$ cat src/rtl/rx_symbol_packer.sv
// Packs decoded 8b/10b receive symbols into 8/16/32-bit PIPE words. It aligns on COM (K28.5),
// replaces errored symbols with EDB and reports a sticky status for each word.
module rx_symbol_packer (
  input  logic        Word_CLK,
  input  logic        Reset,
  input  logic [7:0]  Symbol_Data,
  input  logic        Symbol_K,
  input  logic        Symbol_Valid,
  input  logic        Decode_Err,
  input  logic        Disp_Err,
  input  logic [5:0]  DataBusWidth,
  output logic [31:0] Rx_Data,
  output logic [3:0]  Rx_DataK,
  output logic        Rx_Valid,
  output logic [2:0]  Rx_Status,
  output logic        Aligned
);

  typedef enum logic {UNALIGNED = 1'b0, ALIGNED = 1'b1} state_e;

  localparam logic [7:0] COM_BYTE = 8'hBC;
  localparam logic [7:0] EDB_BYTE = 8'hFE;
  localparam logic [2:0] ST_OK    = 3'b000;
  localparam logic [2:0] ST_DEC   = 3'b100;
  localparam logic [2:0] ST_DISP  = 3'b111;

  state_e      state_q, state_d;
  logic [2:0]  cnt_q, cnt_d;
  logic [2:0]  width_q, width_d;
  logic [2:0]  err_cnt_q, err_cnt_d;
  logic [31:0] buf_data_q, buf_data_d;
  logic [3:0]  buf_k_q, buf_k_d;
  logic [2:0]  buf_stat_q, buf_stat_d;
  logic [31:0] rx_data_q, rx_data_d;
  logic [3:0]  rx_k_q, rx_k_d;
  logic        rx_valid_q, rx_valid_d;
  logic [2:0]  rx_stat_q, rx_stat_d;

  logic        sym_err_s, is_com_s, realign_s, word_start_s, lose_s;
  logic [2:0]  w_eff_s, new_cnt_s, sym_stat_s, new_stat_s;
  logic [1:0]  idx_s;
  logic [31:0] new_data_s;
  logic [3:0]  new_k_s;

  function automatic logic [2:0] decode_width(input logic [5:0] w);
    case (w)
      6'd16:   return 3'd2;
      6'd32:   return 3'd4;
      default: return 3'd1;
    endcase
  endfunction

  // Decode error outranks disparity error; both outrank ok.
  function automatic logic [2:0] merge_status(input logic [2:0] a, input logic [2:0] b);
    if ((a == ST_DEC) || (b == ST_DEC)) begin
      return ST_DEC;
    end else if ((a == ST_DISP) || (b == ST_DISP)) begin
      return ST_DISP;
    end else begin
      return ST_OK;
    end
  endfunction

  // Next-state: symbol packing, alignment tracking and word emission.
  always_comb begin
    state_d    = state_q;
    cnt_d      = cnt_q;
    width_d    = width_q;
    err_cnt_d  = err_cnt_q;
    buf_data_d = buf_data_q;
    buf_k_d    = buf_k_q;
    buf_stat_d = buf_stat_q;
    rx_data_d  = rx_data_q;
    rx_k_d     = rx_k_q;
    rx_stat_d  = rx_stat_q;
    rx_valid_d = 1'b0;

    sym_err_s  = Decode_Err | Disp_Err;
    is_com_s   = (Symbol_Data == COM_BYTE) && Symbol_K && !sym_err_s;
    sym_stat_s = Decode_Err ? ST_DEC : (Disp_Err ? ST_DISP : ST_OK);
    // A COM in the last slot of a word is ordinary data, not a realignment.
    realign_s  = (state_q == ALIGNED) && is_com_s && (cnt_q != 3'd0) && (cnt_q != (width_q - 3'd1));
    lose_s     = (state_q == ALIGNED) && sym_err_s && (err_cnt_q == 3'd3);

    word_start_s = (cnt_q == 3'd0) || realign_s;
    w_eff_s      = word_start_s ? decode_width(DataBusWidth) : width_q;
    idx_s        = word_start_s ? 2'd0 : cnt_q[1:0];
    new_data_s   = word_start_s ? 32'd0 : buf_data_q;
    new_k_s      = word_start_s ? 4'd0 : buf_k_q;
    new_stat_s   = merge_status(word_start_s ? ST_OK : buf_stat_q, sym_stat_s);
    new_data_s[{idx_s, 3'b000} +: 8] = sym_err_s ? EDB_BYTE : Symbol_Data;
    new_k_s[idx_s] = sym_err_s | Symbol_K;
    new_cnt_s      = {1'b0, idx_s} + 3'd1;

    if (!Symbol_Valid || ((state_q == UNALIGNED) && !is_com_s)) begin
      state_d = state_q;
    end else if (lose_s) begin
      state_d   = UNALIGNED;
      cnt_d     = 3'd0;
      err_cnt_d = 3'd0;
    end else begin
      state_d    = ALIGNED;
      err_cnt_d  = sym_err_s ? (err_cnt_q + 3'd1) : 3'd0;
      width_d    = w_eff_s;
      buf_data_d = new_data_s;
      buf_k_d    = new_k_s;
      buf_stat_d = new_stat_s;
      if (new_cnt_s == w_eff_s) begin
        cnt_d      = 3'd0;
        rx_data_d  = new_data_s;
        rx_k_d     = new_k_s;
        rx_stat_d  = new_stat_s;
        rx_valid_d = 1'b1;
      end else begin
        cnt_d = new_cnt_s;
      end
    end
  end

  // State and output registers.
  always_ff @(posedge Word_CLK or posedge Reset) begin
    if (Reset) begin
      state_q    <= UNALIGNED;
      cnt_q      <= 3'd0;
      width_q    <= 3'd1;
      err_cnt_q  <= 3'd0;
      buf_data_q <= 32'd0;
      buf_k_q    <= 4'd0;
      buf_stat_q <= 3'd0;
      rx_data_q  <= 32'd0;
      rx_k_q     <= 4'd0;
      rx_valid_q <= 1'b0;
      rx_stat_q  <= 3'd0;
    end else begin
      state_q    <= state_d;
      cnt_q      <= cnt_d;
      width_q    <= width_d;
      err_cnt_q  <= err_cnt_d;
      buf_data_q <= buf_data_d;
      buf_k_q    <= buf_k_d;
      buf_stat_q <= buf_stat_d;
      rx_data_q  <= rx_data_d;
      rx_k_q     <= rx_k_d;
      rx_valid_q <= rx_valid_d;
      rx_stat_q  <= rx_stat_d;
    end
  end

  assign Rx_Data   = rx_data_q;
  assign Rx_DataK  = rx_k_q;
  assign Rx_Valid  = rx_valid_q;
  assign Rx_Status = rx_stat_q;
  assign Aligned   = (state_q == ALIGNED);

endmodule

$ cat config.mk
export PLATFORM = sky130hd
export DESIGN_NAME = rx_symbol_packer
export DESIGN_NICKNAME = d
export VERILOG_FILES = /design/src/rtl/rx_symbol_packer.sv
export SDC_FILE = /design/constraint.sdc
export NUM_CORES = 1
export LEC_CHECK = 0
export ABC_AREA = 1
export CAP_MARGIN = 10
export CORE_AREA = 2 2 126 116
export DETAILED_ROUTE_END_ITERATION = 8
export DIE_AREA = 0 0 128 118
export PLACE_DENSITY = 0.63
export SYNTH_ARGS = -nofsm -noshare
export SYNTH_HDL_FRONTEND = slang
export SYNTH_SLANG_ARGS = --single-unit
$ cat constraint.sdc
create_clock -name Word_CLK -period 5 [get_ports Word_CLK]
set_input_delay 0.75 -clock Word_CLK [delete_from_list [all_inputs] [get_ports Word_CLK]]
set_output_delay 0.75 -clock Word_CLK [all_outputs]
set_load 0.005 [all_outputs]
==> results.md <==
* # IOs at 61
* Placer Congestion at 0.876
* Final-report setup violation count at 0
* Async set or reset register ratio after synthesis at 1.00
* Crit end category: flop
* CTS HTree Levels at 3
* Mapped Cells at approximately 600
* Top cells by area, synth: dfrtp_1, nand2_1, nand4_1, nand3_1, o21ai_0
* DRT iter0 DRCs at 440
* Worst Hold Depth at 2
* Status: finished, final reports clean
* Crit path launch type: input port
* GRT overflow at 0
* Worst R2R Setup Slack at 1.14 ns
* Final Max Tran Viols at 0
* Worst Tran Pin Value at a little over 0.9 ns
* Fin Setup TNS at 0 ns
* Reg2Reg Depth at 15
* Routed vias/inst at ~4.8
* Hold path start: Rx_Data[3]
* Non-filler cells, final at roughly 820
* Mapped Area at between 4000 and 5000 µm²
* Setup Fix Bufs, Post-CTS at 0
* Final hold vios at 0
* Most used cell, CP: nand2_1
* Setup Skew at 0.00749 ns
* Max VDD drop at 237 µV
* Synth Net Count at ~620
* Global-route wire length before repair at approximately 19 mm
* DIE HEIGHT at 118 µm
* GR Util All Layers at 0.158
* Kind of critical path: input port to flop
* Final WL at approximately 11 mm
* Top-count cell post-synth: nand2_1
* Synth warn at 0
* Cell area power density at about 440 nW/µm²
* Initial antenna violation count at 0
* Min-delay worst type: flop to flop
* Skew-Pair Late Insertion Delay at 0.34 ns
* CTS root buffer: clkbuf_16
* EDFF count, synth at 0
* Critical Path, Cell by Cell: clkdlybuf4s50_1 > inv_1 > nand2_2 > nor2_2 > nand3_1 > nor2_2 > a21boi_2 > buf_4 > nand2_1 > ha_1 > inv_1 > nor3_1 > nand2_1 > o21ai_0 > nand4_1 > nand2_1
* Post-synth top area share at 0.484
* Pin count of the biggest net entering global routing at 89
* Critical path fanouts, max at 16
* # diodes at 0
* Starting Density at 0.323
* Syn-to-layout area delta at 22.9%
* Placed insts at approximately 800
* Period minus WS final at 3.98 ns
* Via Count at 3953
* Mean area per synthesized cell at ~7.5 µm²
* DR WL/cell at ~14 µm
* Hold_ws at ~0.47 ns
* Antenna-violating nets left at 0
* Seq cells post-synth at a little under 90
* Crit-path max cell delay at roughly 0.73 ns
* Drt pass-1 iters at 4
* Most frequent cells after synthesis: nand2_1, dfrtp_1, nand3_1
* CTS Buf Count at 9
* Die W at about 130 µm
* FF-to-FF End: Rx_Data[16]
* Area leader, netlist: dfrtp_1
* Residual DRC at 0
* # rows at 41
* Headroom to the max-slew limit at 0.379
* IO Port Bufs at 60
* Req. time, crit path at 5.28 ns
* Cts hold-fix bufs at 0
* Clock Pin Slew Worst Setup and Hold Paths at approximately 0.060 ns
* Clock Tree Buf Depth at 2
* Max-cap violations at 0
* Vias in the first global route at 3800
* Unrepaired setup endpoints after global routing: false
* CP max stage cell: nor3_1
* Worst endpoint data arrival time at 4.26 ns
* CTS tree: built
* Max Clk Rate at between 200 and 300 MHz
* Seq/Total Area, Yosys at 0.490
* Distinct cells, synth at 25
* Layout net count at 672
* Share of cells above drive strength 1 at 0.0556
* Synth Flop Type: dfrtp_1
* Core outline area at between 10000 and 15000 µm²
* CTS resizes at 0
* Clock Sinks at between 80 and 90
* R2r startpoint: width_q[0]
* Period Utilization, post-route at 0.797
* LEAKAGE at about 2.8 nW
* Hold EP: Rx_Data[3]
* Detailed placement HPWL at between 7 and 8 mm
* Full die area at around 15000 µm²
==> per-stage QoR <==
stage	setup WS (ns)	util	power (W)	instance area, µm²
2_1_floorplan	1.93	-	0.00145	4440
3_3_place_gp	0.874	0.377	0.00172	5180
3_5_place_dp	0.743	0.377	0.00174	5180
4_1_cts	1.08	0.397	0.00239	5460
5_1_grt	0.758	0.397	0.00254	5460
6_report	1.02	0.397	0.00239	5460
==> layer usage <==
| layer | global-route usage | vias to the layer above | wire (µm) | share of wire |
|---|---|---|---|---|
| met5 | 0 | - | 0 | 0 |
| li1 | - | 2003 | - | - |
| met3 | 0.0382 | 18 | 475 | 0.042 |
| met2 | 0.247 | 94 | 5150 | 0.46 |
| met1 | 0.217 | 1838 | 5460 | 0.48 |
| met4 | 0.0446 | 0 | 212 | 0.019 |
==> kinds of logic (layout without fill, tap and decap cells) <==
| logic type | Yosys count | after routing | synth area share |
|---|---|---|---|
| and+or+nand+nor | 393 | 393 | 0.371 |
| DFF | 87 | 87 | 0.490 |
| buffers and inverters | 66 | 118 | 0.0645 |
| AOI/OAI and AO/OA | 39 | 39 | 0.0467 |
| adders and majority gates | 9 | 9 | 0.0253 |
| muxes | 1 | 1 | 0.00225 |
==> flip-flops by register name, indices dropped and copies added, names as in the netlist <==
name and count:
buf_stat_q 2, cnt_q 3, width_q 3, Rx_Valid 1
err_cnt_q 3, buf_k_q 4, Aligned 1, Rx_Data 32
buf_data_q 32, Rx_Status 2, Rx_DataK 4
==> worst max-delay path, delay by kind of cell <==
kind / cells / cell delay [ns]
buffers and inverters: 4 / 0.87
adders and majority gates: 1 / 0.21
AOI/OAI and AO/OA: 2 / 0.35
and+or+nand+nor: 9 / 2.06
==> layout make-up <==
class	count	area, µm²
multi-input cells	442	1980
repair buffers	68	673
fillers	1392	8290
inverters	35	133
clock inverters	2	13.8
clock buffers	13	270
flip-flops and latches	87	2180
well taps	172	215
==> worst max-delay path by stage <==
stage | startpoint | end | depth (start not counted)
after floorplan | width_q[0] | Rx_Data[16] | 15
after global placement | Decode_Err | Rx_Data[16] | 16
after detailed placement | Decode_Err | Rx_Data[16] | 16
after CTS | Decode_Err | Rx_Data[16] | 16
after global routing | Decode_Err | Rx_Data[17] | 16
final | Decode_Err | Rx_Data[16] | 16
==> cell usage in the layout (no fill, tap or decap) <==
| master | n |
|---|---|
| nor2_2 | 3 |
| o22ai_1 | 1 |
| nor2_1 | 39 |
| inv_6 | 1 |
| ha_1 | 9 |
| a21oi_1 | 3 |
| buf_12 | 1 |
| or2_2 | 1 |
| inv_2 | 3 |
| nor3_1 | 2 |
| inv_1 | 31 |
| clkbuf_16 | 9 |
| nand4_1 | 38 |
| nor3b_1 | 1 |
| a21boi_2 | 1 |
| dfstp_2 | 1 |
| nand3_1 | 42 |
| clkbuf_8 | 3 |
| a32o_1 | 1 |
| dfrtp_1 | 86 |
| nand2_2 | 4 |
| clkdlybuf4s50_1 | 60 |
| buf_4 | 7 |
| o21ai_0 | 33 |
| nand2_1 | 263 |
| clkinv_2 | 2 |
| mux2i_1 | 1 |
| clkbuf_1 | 1 |
==> power by group <==
part	switching, W	internal (W)	leakage [nW]	total (W)
sequential	0.0000608	0.000824	1.16	0.000885
combinational	0.000559	0.000296	1.51	0.000855
clock	0.000270	0.000376	0.142	0.000646
Power figures use the tool's default switching activity.
